<file path="src/rtl/riscv_cpu_pkg.sv">
// Shared types for the instruction prefetch path: fetch FSM states, FIFO entry
// layout and the default buffer depth.
package riscv_cpu_pkg;

  typedef enum logic [1:0] {
    IDLE,
    WAIT_GNT,
    WAIT_RVALID,
    DISCARD
  } prefetch_state_e;

  typedef struct packed {
    logic [31:0] addr;
    logic [31:0] instr;
  } fetch_entry_t;

  localparam int PREFETCH_FIFO_DEPTH_DEFAULT = 2;

endpackage

</file>
<file path="src/rtl/fetch_fifo.sv">
// Small {addr, instr} FIFO for the prefetch buffer: push/pop/flush with
// occupancy count; head is read combinationally from the current read pointer.
module fetch_fifo
  import riscv_cpu_pkg::*;
#(
  parameter int DEPTH = PREFETCH_FIFO_DEPTH_DEFAULT,
  localparam int PW = $clog2(DEPTH),
  localparam int CW = PW + 1
) (
  input  logic          clk_i,
  input  logic          rst_ni,
  input  logic          push_i,
  input  logic          pop_i,
  input  logic          flush_i,
  input  fetch_entry_t  wdata_i,
  output fetch_entry_t  rdata_o,
  output logic [CW-1:0] count_o,
  output logic          full_o,
  output logic          empty_o
);

  fetch_entry_t    mem [DEPTH];
  logic [PW-1:0]   rd_ptr_reg;
  logic [PW-1:0]   wr_ptr_reg;
  logic [CW-1:0]   count_reg;
  logic [DEPTH-1:0] wr_en;
  logic            do_push;
  logic            do_pop;

  assign full_o  = (count_reg == CW'(DEPTH));
  assign empty_o = (count_reg == '0);
  assign count_o = count_reg;
  assign rdata_o = mem[rd_ptr_reg];

  // A push into a full FIFO is only honoured when the head leaves in the same cycle.
  assign do_pop  = pop_i && !empty_o;
  assign do_push = push_i && (!full_o || do_pop);

  genvar gi;
  generate
    for (gi = 0; gi < DEPTH; gi++) begin : g_wr_en
      assign wr_en[gi] = do_push && !flush_i && (wr_ptr_reg == PW'(gi));
    end
  endgenerate

  always_ff @(posedge clk_i) begin
    for (int i = 0; i < DEPTH; i++) begin
      if (wr_en[i]) mem[i] <= wdata_i;
    end
  end

  always_ff @(posedge clk_i or negedge rst_ni) begin
    if (!rst_ni) begin
      rd_ptr_reg <= '0;
      wr_ptr_reg <= '0;
      count_reg  <= '0;
    end else if (flush_i) begin
      rd_ptr_reg <= '0;
      wr_ptr_reg <= '0;
      count_reg  <= '0;
    end else begin
      if (do_push) wr_ptr_reg <= wr_ptr_reg + 1'b1;
      if (do_pop)  rd_ptr_reg <= rd_ptr_reg + 1'b1;
      count_reg <= count_reg + CW'(do_push) - CW'(do_pop);
    end
  end

endmodule

</file>
<file path="src/rtl/prefetch_buffer.sv">
// Instruction prefetch buffer: one-outstanding-request fetch FSM feeding a small
// FIFO toward IF. Define PREFETCH_BYPASS_EN to forward responses straight to fetch_* when empty.
module prefetch_buffer
  import riscv_cpu_pkg::*;
#(
  parameter int FIFO_DEPTH = PREFETCH_FIFO_DEPTH_DEFAULT
) (
  input  logic        clk_i,
  input  logic        rst_ni,
  input  logic        req_i,
  input  logic        branch_i,
  input  logic [31:0] branch_addr_i,
  output logic        instr_req_o,
  output logic [31:0] instr_addr_o,
  input  logic        instr_gnt_i,
  input  logic        instr_rvalid_i,
  input  logic [31:0] instr_rdata_i,
  output logic        fetch_valid_o,
  input  logic        fetch_ready_i,
  output logic [31:0] fetch_rdata_o,
  output logic [31:0] fetch_addr_o,
  output logic        busy_o
);

  localparam int CW = $clog2(FIFO_DEPTH) + 1;
  localparam logic [CW:0] DEPTH_W = (CW + 1)'(FIFO_DEPTH);

  prefetch_state_e state_reg, state_next;
  logic [31:0]     fetch_addr_reg, fetch_addr_next;
  logic [31:0]     req_addr_reg, req_addr_next;
  logic            kill_reg, kill_next;
  logic            issue;

  logic            fifo_push, fifo_pop, fifo_full, fifo_empty;
  logic [CW-1:0]   fifo_count;
  logic [CW:0]     count_after;
  fetch_entry_t    fifo_rdata, head;
  logic            rsp_accept;

  // A response is kept only for a live request and when no redirect arrives with it.
  assign rsp_accept = (state_reg == WAIT_RVALID) && instr_rvalid_i && !branch_i;

`ifdef PREFETCH_BYPASS_EN
  logic bypass_hit;
  assign bypass_hit    = rsp_accept && fifo_empty;
  assign fetch_valid_o = !fifo_empty || bypass_hit;
  assign head          = fifo_empty ? {req_addr_reg, instr_rdata_i} : fifo_rdata;
  assign fifo_push     = rsp_accept && !(bypass_hit && fetch_ready_i);
  assign fifo_pop      = !fifo_empty && fetch_ready_i && !branch_i;
`else
  assign fetch_valid_o = !fifo_empty;
  assign head          = fifo_rdata;
  assign fifo_push     = rsp_accept;
  assign fifo_pop      = fetch_valid_o && fetch_ready_i && !branch_i;
`endif

  assign fetch_rdata_o = fetch_valid_o ? head.instr : '0;
  assign fetch_addr_o  = fetch_valid_o ? head.addr  : '0;
  assign busy_o        = (state_reg != IDLE);
  assign count_after   = {1'b0, fifo_count} + (CW + 1)'(fifo_push) - (CW + 1)'(fifo_pop);

  always_comb begin
    state_next      = state_reg;
    fetch_addr_next = fetch_addr_reg;
    req_addr_next   = req_addr_reg;
    kill_next       = kill_reg;
    issue           = 1'b0;
    instr_req_o     = 1'b0;
    instr_addr_o    = fetch_addr_reg;

    unique case (state_reg)
      // No new request on a redirect cycle: the address is about to change.
      IDLE: issue = req_i && !fifo_full && !branch_i;
      WAIT_GNT: begin
        instr_req_o  = 1'b1;
        instr_addr_o = req_addr_reg;
        if (instr_gnt_i) begin
          state_next = (kill_reg || branch_i) ? DISCARD : WAIT_RVALID;
          kill_next  = 1'b0;
          if (!kill_reg && !branch_i) fetch_addr_next = fetch_addr_reg + 32'd4;
        end else if (branch_i) begin
          kill_next = 1'b1;
        end
      end
      WAIT_RVALID: begin
        if (instr_rvalid_i) begin
          state_next = IDLE;
          issue      = rsp_accept && req_i && (count_after < DEPTH_W);
        end else if (branch_i) begin
          state_next = DISCARD;
        end
      end
      DISCARD: if (instr_rvalid_i) state_next = IDLE;
      default: state_next = IDLE;
    endcase

    if (issue) begin
      instr_req_o   = 1'b1;
      instr_addr_o  = fetch_addr_reg;
      req_addr_next = fetch_addr_reg;
      if (instr_gnt_i) begin
        state_next      = WAIT_RVALID;
        fetch_addr_next = fetch_addr_reg + 32'd4;
      end else begin
        state_next = WAIT_GNT;
      end
    end

    if (branch_i) fetch_addr_next = {branch_addr_i[31:2], 2'b00};
  end

  always_ff @(posedge clk_i or negedge rst_ni) begin
    if (!rst_ni) begin
      state_reg      <= IDLE;
      fetch_addr_reg <= '0;
      req_addr_reg   <= '0;
      kill_reg       <= 1'b0;
    end else begin
      state_reg      <= state_next;
      fetch_addr_reg <= fetch_addr_next;
      req_addr_reg   <= req_addr_next;
      kill_reg       <= kill_next;
    end
  end

  fetch_fifo #(
    .DEPTH(FIFO_DEPTH)
  ) u_fetch_fifo (
    .clk_i   (clk_i),
    .rst_ni  (rst_ni),
    .push_i  (fifo_push),
    .pop_i   (fifo_pop),
    .flush_i (branch_i),
    .wdata_i ({req_addr_reg, instr_rdata_i}),
    .rdata_o (fifo_rdata),
    .count_o (fifo_count),
    .full_o  (fifo_full),
    .empty_o (fifo_empty)
  );

endmodule

</file>
<file path="config.mk">
export PLATFORM = sky130hd
export DESIGN_NAME = prefetch_buffer
export DESIGN_NICKNAME = d
export VERILOG_FILES = /design/src/rtl/riscv_cpu_pkg.sv /design/src/rtl/fetch_fifo.sv /design/src/rtl/prefetch_buffer.sv
export SDC_FILE = /design/constraint.sdc
export NUM_CORES = 1
export LEC_CHECK = 0
export BUFFER_PORTS_ARGS = -buffer_cell sky130_fd_sc_hd__buf_4
export CAP_MARGIN = 20
export CORE_MARGIN = 1
export CORE_UTILIZATION = 45
export DETAILED_ROUTE_END_ITERATION = 8
export HOLD_SLACK_MARGIN = 0.06
export PLACE_DENSITY = 0.66
export SYNTH_ARGS = -nofsm -noshare
export SYNTH_HDL_FRONTEND = slang
export SYNTH_SLANG_ARGS = --single-unit
</file>
<file path="constraint.sdc">
create_clock -name clk_i -period 12.2 [get_ports clk_i]
set_input_delay 0.61 -clock clk_i [delete_from_list [all_inputs] [get_ports clk_i]]
set_output_delay 0.61 -clock clk_i [all_outputs]
set_load 0.01 [all_outputs]
</file>
; Yosys cells after proc, flatten, opt, wreduce, memory -nomap -nowiden
; Memories as Yosys holds them, arrays and structs flattened.
; Cells that the tools add are included.
[classes]
n_addsub = 7
order_cmp = 1
eq_ne = 7
muxes = 36
bitwise_logic = 1
n_reduce_logical = 30
[ops]
columns = cell, count
row1 = $mux 32, 10
row2 = $mux 64, 1
row3 = $reduce_or 64->1, 1
row4 = $add 32x3->32 const B, 1
row5 = $mux 1, 16
row6 = $logic_and 1x1->1, 14
row7 = $mux 2, 7
row8 = $reduce_bool 2->1, 4
row9 = $eq 2x2->1 const B, 3
row10 = $ne 3x3->1 const B, 2
row11 = $pmux 2 s3, 1
row12 = $logic_not 1->1, 4
row13 = $logic_not 2->1, 2
row14 = $ne 4x4->1 const B, 1
row15 = $reduce_and 4->1, 1
row16 = $reduce_bool 4->1, 1
row17 = $add 2x1->3, 1
row18 = $lt 3x2->1 const B, 1
row19 = $sub 3x1->3, 1
row20 = $add 1x1->1 const B, 2
row21 = $add 2x1->2, 1
row22 = $eq 2x1->1 const B, 1
row23 = $logic_or 1x1->1, 2
row24 = $pmux 1 s2, 1
row25 = 3 further kinds, 3
[totals]
regBits = 71
mem_bits_rw = 128
input_bits = 71
out_inout_bits = 99
mem_count = 1
[memory_table]
columns = name, depth, word_bits, read_ports, rd_clocked_by_memory_dff, write_ports, line_no
row1 = u_fetch_fifo.mem, 2, 64, 1, 0, 1, fetch_fifo.sv:22  ; fetch_entry_t mem [DEPTH];

; Depth between registers and ports, before layout
; Gate-level depths: netlist of the first run.
[depth]
word_depth = 13
ltp_mapped = 15

; Cells and area by module
; Synthesis of the first run repeated with hierarchy kept, for this count alone.
[hier_totals]
hier_cells = 649
hier_area_um2 = 9026.2
[by_module_without_submodules]
columns = module, instances, cells_each, area_each_um2, seq_area_each_um2
row1 = fetch_fifo, 1, 228, 4902.2, 3943.8
row2 = prefetch_buffer, 1, 421, 4124.0, 1576.5

; Worst setup path after synthesis of the first run
; OpenSTA, ideal clock, no wires.
[synth_timing]
kind = in2reg
from = in branch_i
to = mem u_fetch_fifo.mem[0][0] in the netlist's numbering (enable)
setup_ns = 0.491
arrival_ns = 4.036
setup_slack_ns = 7.674
path_stages = 4
n_path_buf = 1
cell_sequence = buf_2 -> and4bb_2 -> o31a_1 -> nor2b_1
[synth_lines]
columns = element, line_no
row1 = "start, declared", prefetch_buffer.sv:11  ; input logic branch_i,
row2 = $logic_not 1->1 (*), "fetch_fifo.sv:42, prefetch_buffer.sv:41, prefetch_buffer.sv:54"
row3 = $logic_and 1x1->1, prefetch_buffer.sv:54  ; assign fifo_pop = fetch_valid_o && fetch_ready_i && !branch_i;
row4 = $logic_and 1x1->1, fetch_fifo.sv:36  ; assign do_pop = pop_i && !empty_o;
row5 = $logic_or 1x1->1, fetch_fifo.sv:37  ; assign do_push = push_i && (!full_o || do_pop);
row6 = $logic_and 1x1->1, fetch_fifo.sv:37
row7 = $logic_and 1x1->1 (*) (2 in a row), fetch_fifo.sv:42  ; assign wr_en[gi] = do_push && !flush_i && (wr_ptr_reg == PW'(gi));
row8 = via u_fetch_fifo.wr_en[0], fetch_fifo.sv:26  ; logic [DEPTH-1:0] wr_en;
row9 = $mux 1 (*), fetch_fifo.sv:48  ; if (wr_en[i]) mem[i] <= wdata_i;
row10 = $mux 1 (not written as such) (*), fetch_fifo.sv:48
row11 = $mux 1 (no line) (*), n/a
row12 = "end, declared", fetch_fifo.sv:22
; The timed path passes the listed nets; every way through them passes the cells marked *.

; Worst setup path in the final report of the first run
[layout_timing]
from = reg u_fetch_fifo.count_reg[1], in the netlist u_fetch_fifo.count_o[1]
to = out instr_req_o
[layout_between]
elab_chain_len = 10
[layout_lines]
columns = element, line_no
row1 = "start, declared", fetch_fifo.sv:25  ; logic [CW-1:0] count_reg;
row2 = "start signal, assigned", fetch_fifo.sv:64  ; count_reg <= count_reg + CW'(do_push) - CW'(do_pop);
row3 = $logic_not 2->1, fetch_fifo.sv:31  ; assign empty_o = (count_reg == '0);
row4 = $logic_not 1->1, prefetch_buffer.sv:51  ; assign fetch_valid_o = !fifo_empty;
row5 = $logic_and 1x1->1 (2 in a row), prefetch_buffer.sv:54
row6 = $sub 3x1->3, prefetch_buffer.sv:60  ; assign count_after = {1'b0, fifo_count} + (CW + 1)'(fifo_push) - (CW + 1)'(fifo_pop);
row7 = $lt 3x2->1, prefetch_buffer.sv:88  ; issue = rsp_accept && req_i && (count_after < DEPTH_W);
row8 = $logic_and 1x1->1, prefetch_buffer.sv:88
row9 = $mux 1, prefetch_buffer.sv:86  ; if (instr_rvalid_i) begin
row10 = $pmux 1 s2 (*), prefetch_buffer.sv:71  ; unique case (state_reg)
row11 = $mux 1 (*), prefetch_buffer.sv:97  ; if (issue) begin
row12 = "end, declared", prefetch_buffer.sv:13  ; output logic instr_req_o,
; Mark *: on every way between the ends. The rest lies on a longest branch, timed or not.

==> results of run 1 <==
[worst reg2reg max path, stage by stage, from the launching register on]
cell       delay, ns
dfrtp_1         0.49
nor2_4          0.15
inv_1           0.05
nand2_1         0.11
nor2_1          0.06
ha_1            0.28
nand2b_1        0.16
fa_1            0.39
xnor2_1         0.14
nand3_1         0.20
a21boi_2        0.70
o2111ai_1       0.29
xnor2_1         0.17
mux2_2          0.26
[area by class of cell]
class	instances	area [sq um]	share of cell area
Timing Repair Buffer	172	1330	0.125
Sequential cell	191	5400	0.510
Clock inverter	9	81.3	0.00767
Tap cell	234	293	0.0276
Multi-Input combinational cell	441	2990	0.282
Clock buffer	23	489	0.0461
Inverter	6	22.5	0.00212
[per-layer routing]
metal / track usage / wire, um / up-vias
li1: - / - / 2694
met1: 0.255 / 8590 / 2730
met2: 0.335 / 9080 / 175
met3: 0.0462 / 1010 / 12
met4: 0.0544 / 168 / 0
met5: 0 / 0 / -
[final timing paths]
check | end | slack [ns] | cells past startpoint
min in group clk_i | u_fetch_fifo.mem[0][30] | 0.37 | 1
max reg2reg | fetch_addr_reg[19] | 8.62 | 13
max in group asynchronous | u_fetch_fifo.rd_ptr_reg | 11.22 | 1
min reg2reg | u_fetch_fifo.mem[1][63] | 0.49 | 0
min | req_addr_reg[17] | 0.31 | 1
max | instr_req_o | 8.35 | 12
[per-stage QoR]
stage | instance area, sq um | hold slack (ns) | power, uW | worst slack (ns) | util
floorplan | 8590 | 0.314 | 1210 | 7.67 | -
global placement | 9980 | 0.466 | 1450 | 7.86 | 0.533
detailed placement | 10000 | 0.478 | 1470 | 8.20 | 0.535
CTS | 10600 | 0.337 | 2010 | 8.31 | 0.565
global route | 10600 | 0.350 | 2090 | 8.08 | 0.567
finish | 10600 | 0.307 | 1990 | 8.35 | 0.567
[logic make-up (layout without fill, tap and decap cells)]
family / after synthesis / after routing
AO/OA/AOI/OAI: 63 / 63
XOR/XNOR: 32 / 32
adder cells (fa/ha/maj): 5 / 5
buffers and inverters: 49 / 210
flip-flops: 191 / 191
multiplexers: 103 / 103
other: 1 / 4
AND/OR/NAND/NOR: 234 / 234
[power by group through the flow]
stage	Sequential [uW]	Combinational (uW)	Clock, uW
floorplan	879	335	0
global placement	913	532	0
detailed placement	923	549	0
CTS	910	551	546
global route	914	602	572
finish	901	553	535
[cell usage in the layout (no fill, tap or decap), types with 4 or more instances in the layout]
| cell | Yosys | final |
|---|---|---|
| o21ai_1 | 4 | 4 |
| ha_1 | 4 | 4 |
| a21oi_1 | 7 | 7 |
| buf_4 | 6 | 169 |
| nand3_1 | 4 | 4 |
| clkbuf_16 | 0 | 18 |
| o2111ai_1 | 11 | 11 |
| mux2i_1 | 63 | 63 |
| nor2_1 | 70 | 69 |
| nand2_1 | 121 | 121 |
| o211ai_1 | 6 | 6 |
| edfxtp_1 | 124 | 124 |
| xnor2_1 | 16 | 16 |
| and3_1 | 4 | 4 |
| and2_1 | 6 | 5 |
| xor2_1 | 16 | 16 |
| o21ai_0 | 21 | 21 |
| dfrtp_1 | 67 | 66 |
| inv_1 | 6 | 6 |
| nand4_1 | 7 | 7 |
| nand2b_1 | 4 | 4 |
| mux2_2 | 40 | 40 |
| conb_1 | 1 | 4 |
==> flow_metrics.py, run 1 <==
metrics = {
    "setup_path": {
        "crit_start": "u_fetch_fifo.count_o[1]",
        "critPathTopFamily": "simple AND/OR/NAND/NOR gates",
        "slowest_delay_ns": 0.49,
        "timing.rr.start": "u_fetch_fifo.count_o[1]",
        "path_buf_inv": 2,
        "path_class": "flop to output pin",
        "path_cells": "nor2_4 -> inv_1 -> nand2_1 -> nor2_1 -> ha_1 -> nand2b_1 -> fa_1 -> xnor2_1 -> nand3_1 -> a21boi_4 -> or2_2 -> buf_4",
        "worstPathMaxFanout": 12,
        "cp.arrival_ns": 3.24,
        "crit_slowest_cell": "dfrtp_1",
        "endpoint_kind": "output pin",
        "crit_required_ns": 11.59,
        "crit_path_start_kind": "flop",
    },
    "timing": {
        "hold_viol_final": 0,
        "worst_slew_pin_slew_ns": 0.894,
        "rsz0062_at_grt": "no",
        "setup_tns_ns": 0,
        "finalCritPeriodShare": 0.316,
        "setup_viol": 0,
        "fmax_mhz": 260,
        "slew_headroom": 0.399,
        "slew_violations": 0,
        "skew_ns": 0.0104,
        "min_period_ns": 3.85,
    },
    "clocking": {
        "clock_latency_ns": 0.42,
        "htreeDepth": 4,
        "cts_buffers": 17,
        "cts_root_buf": "clkbuf_16",
        "clock_sinks": 191,
        "cts_hold_buf": 0,
        "cts_setup_buffers": 0,
        "clk_pin_slew_ns": 0.07,
        "cts_resized": 0,
        "cts_tree": "built",
        "cts_buffer_depth": 2,
    },
    "synthesis": {
        "yosys.area_share.simple": 0.119,
        "yosys-top-cells-area": "edfxtp_1, dfrtp_1, mux2i_1, nand2_1, mux2_2",
        "synthArstFlopShare": 0.351,
        "synth_compound_area_frac": 0.0572,
        "synth_edf_count": 124,
        "synth.distinct_cells": 50,
        "syn_inst": 678,
        "netlist_area_sq_um": 8580,
        "synth_most_common_cell": "edfxtp_1",
        "synth_top_area_share": 0.434,
        "synth-xor-area-share": 0.0327,
        "synth_top_family_by_area": "multiplexers",
        "yosysWarnings": 0,
        "synth_ff_type": "edfxtp_1",
        "avgSynthCellArea_sq_um": 12.6,
        "ys_seq_area_frac": 0.630,
        "synth_fa_ha_area_frac": 0.00817,
        "muxShareOfSynthArea": 0.126,
        "ys_ff_latch": 191,
        "netlist_top_cells_count": "edfxtp_1, nand2_1, nor2_1",
        "synth_area_leader_cell": "edfxtp_1",
    },
    "place": {
        "hpwl_mm": 12.1,
        "numPortBuffers": 163,
        "placed_cells": 1043,
        "gp_congestion": 0.801,
    },
    "routing": {
        "drt-initial-drc-count": 358,
        "wl_per_cell_um": 17.5,
        "vias": 5611,
        "first_pass_iters": 4,
        "via_per_inst": 5.21,
        "wirelength_mm": 18.8,
        "antenna_left": 0,
        "drc": 0,
    },
    "power": {
        "leakage_uw": 0.00415,
        "p_seq_frac": 0.453,
        "sw_frac_of_total": 0.308,
        "clkPwrFrac": 0.269,
        "peakVddDrop_v": 0.000111,
        "p_sw_uw": 612,
        "power_density_nw_per_um2": 188,
        "p_int_uw": 1380,
        "combPwrFrac": 0.278,
    },
    "final_layout": {
        "fillers": 1557,
        "largest_reg_flops": 124,
        "num_antenna_cells": 0,
        "layout-drive-gt1-share": 0.310,
        "fin_cells": 1076,
        "syn_to_final_growth_pct": 23.7,
        "fin_nets": 905,
    },
    "job": {
        "maxCapViolCount": 0,
    },
    "floorplanning": {
        "initial_utilization": 0.458,
        "coreArea_sq_um": 18700,
        "row_count": 50,
        "die_y_um": 140,
        "die_area_sq_um": 19600,
        "fp.dieW_um": 140,
        "io_pins": 170,
    },
    "global_routing": {
        "overflow": 0,
        "grtUsageTotal": 0.198,
        "grt_max_degree": 68,
        "antenna_found_initial": 0,
        "grt_pass1_vias": 5719,
        "grt_pass1_wl_mm": 29.7,
    },
    "outcome": {
        "run_status": "finished clean",
    },
    "min_path": {
        "hold_class": "input pin to async pin",
    },
}
(Power assumes the default switching activity.)
==> inputs of run 2 (changes only) <==
ABC_AREA = 1   (was default)
clock period = 3.6 ns   (was 12.2 ns; I/O delays follow)
==> flow_metrics.py, run 2 <==
metrics = {
    "outcome": {
        "run_status": "finished clean",
    },
    "routing": {
        "vias": 6969,
        "wirelength_mm": 20.7,
        "wl_per_cell_um": 15.1,
        "first_pass_iters": 5,
        "antenna_left": 0,
        "via_per_inst": 5.09,
        "drc": 0,
        "drt-initial-drc-count": 407,
    },
    "final_layout": {
        "final_common_cell": "nand2_1",
        "layout_common_cells": "nand2_1, buf_4, edfxtp_1, o21ai_0, a21oi_1",
        "largest_reg_flops": 124,
        "layout-drive-gt1-share": 0.202,
        "num_antenna_cells": 0,
        "fin_nets": 1199,
        "finalInstanceArea_sq_um": 11300,
        "syn_to_final_growth_pct": 30.5,
    },
    "timing": {
        "slew_headroom": 0.377,
        "hold_viol_final": 0,
        "fmax_mhz": 314,
        "finalCritPeriodShare": 0.884,
        "worst_slew_pin_slew_ns": 0.925,
        "rsz0062_at_grt": "no",
        "setup_tns_ns": 0,
        "skew_ns": 0.00721,
        "slew_violations": 0,
        "setup_viol": 0,
        "min_period_ns": 3.18,
    },
    "min_path": {
        "holdPathStages": 4,
        "hold_path_startpoint": "instr_gnt_i",
        "hold_class": "input pin to flop",
        "min_to": "kill_reg",
    },
    "setup_path": {
        "cp.arrival_ns": 3.00,
        "crit_slowest_cell": "dfrtp_1",
        "rr_endpoint": "fetch_addr_reg[20]",
        "critPathTopFamily": "adder cells",
        "crit_path_start_kind": "flop",
        "crit_required_ns": 3.42,
        "path_buf_inv": 4,
        "endpoint_kind": "output pin",
        "path_cells": "nor2_4 -> nor2_1 -> inv_1 -> nor2_1 -> ha_1 -> inv_1 -> nand2_1 -> fa_1 -> nand3_1 -> o21ai_4 -> inv_6 -> nand2_1 -> buf_4",
        "timing.rr.start": "u_fetch_fifo.count_o[1]",
        "slowest_delay_ns": 0.49,
        "reg2reg_slack_ns": 0.47,
        "path_class": "flop to output pin",
        "ff2ff_path_depth": 16,
        "worstPathMaxFanout": 63,
    },
    "clocking": {
        "cts_buffers": 17,
        "cts_buffer_depth": 2,
        "clock_latency_ns": 0.43,
        "htreeDepth": 4,
        "clk_pin_slew_ns": 0.07,
        "cts_tree": "built",
        "clock_sinks": 191,
        "cts_root_buf": "clkbuf_16",
    },
    "floorplanning": {
        "fp.dieW_um": 141,
        "io_pins": 170,
        "initial_utilization": 0.462,
        "row_count": 50,
        "coreArea_sq_um": 18800,
        "die_area_sq_um": 19800,
        "die_y_um": 141,
    },
    "global_routing": {
        "grt_max_degree": 68,
        "grtUsageMet1": 0.284,
        "grt_pass1_vias": 6590,
        "grt_use_met2": 0.362,
        "grtUsageTotal": 0.216,
        "antenna_found_initial": 0,
        "use_met3": 0.0363,
        "overflow": 0,
        "busiest_layer": "met2",
        "grt_pass1_wl_mm": 33.1,
    },
    "synthesis": {
        "yosys-top-cells-area": "edfxtp_1, dfrtp_1, nand2_1, o21ai_0, a21oi_1",
        "synth_top_area_share": 0.429,
        "yosysWarnings": 0,
        "ys_seq_area_frac": 0.623,
        "netlist_top_cells_count": "nand2_1, edfxtp_1, o21ai_0",
        "netlist_area_sq_um": 8670,
        "synth_ff_type": "edfxtp_1",
        "synth_area_leader_cell": "edfxtp_1",
        "synth_most_common_cell": "nand2_1",
        "synth_edf_count": 124,
        "synth.distinct_cells": 35,
        "synthArstFlopShare": 0.351,
        "ys_ff_latch": 191,
        "avgSynthCellArea_sq_um": 9.51,
        "syn_inst": 912,
    },
    "power": {
        "leakage_uw": 0.00485,
        "power_density_nw_per_um2": 606,
        "total_power_uw": 6850,
        "peakVddDrop_v": 0.000372,
    },
    "job": {
        "maxCapViolCount": 0,
    },
    "place": {
        "numPortBuffers": 163,
        "hpwl_mm": 13.2,
        "place_area_sq_um": 10100,
        "gp_congestion": 0.925,
    },
}
[run 2: what timing repair did]
item                                    in CTS  in global routing
hold buffers                                64                  0
endpoints found under the hold margin      162                  0
gates resized for setup                      0                  3
endpoints found under the setup margin       0                  1
buffers inserted                             0                  0
[run 2: per-stage QoR]
stage | utilization | std cells | setup WS (ns) | hold slack (ns)
global placement | 0.538 | 1274 | 0.592 | 0.356
global route | 0.603 | 1370 | 0.116 | 0.189
CTS | 0.603 | 1370 | 0.0312 | 0.145
finish | 0.603 | 1370 | 0.419 | 0.160
floorplan | - | 915 | -0.481 | -0.116
detailed placement | 0.538 | 1274 | 0.546 | 0.358
[run 2: worst register-to-register path, delay by kind of cell, from the launching register on]
family / cells / cell delay (ns)
flops: 1 / 0.49
compound gates: 2 / 0.51
fa+ha+maj: 2 / 0.75
simple gates: 10 / 1.15
buf+inv: 2 / 0.16
[run 2: final cells by class]
type | count | area, sq um
Tap cell | 234 | 293
Timing Repair Buffer | 235 | 1950
Multi-Input combinational cell | 609 | 2830
Fill cell | 1622 | 7450
Clock buffer | 18 | 429
Inverter | 69 | 264
Clock inverter | 14 | 148
Sequential cell | 191 | 5400
[run 2: worst max-delay path by stage]
stage,startpoint,cells after the start,end
floorplan,state_reg[1],6,u_fetch_fifo.mem[0][0]
global placement,u_fetch_fifo.count_o[1],15,instr_req_o
detailed placement,u_fetch_fifo.count_o[1],16,fetch_addr_reg[2]
CTS,u_fetch_fifo.count_o[1],15,instr_req_o
global route,u_fetch_fifo.count_o[1],14,instr_req_o
finish,u_fetch_fifo.count_o[1],13,instr_req_o
[run 2: power breakdown]
group	internal [uW]	total (uW)	switching (uW)
registers	2760	3050	291
clock network	984	1850	865
logic	782	1950	1170
total	4520	6850	2330
[run 2: per-layer routing]
metal,share of wire,up-vias
li1,-,3463
met1,0.45,3310
met2,0.49,177
met3,0.044,19
met4,0.017,0
met5,0,-
[run 2: kinds of logic after synthesis]
group	synth area share
AOI/OAI and AO/OA	0.0961
xor gates and xnor gates	0.00909
adders and majority gates	0.00808
buffers and inverters	0.0547
DFF	0.623
other	0.000432
and+or+nand+nor	0.209
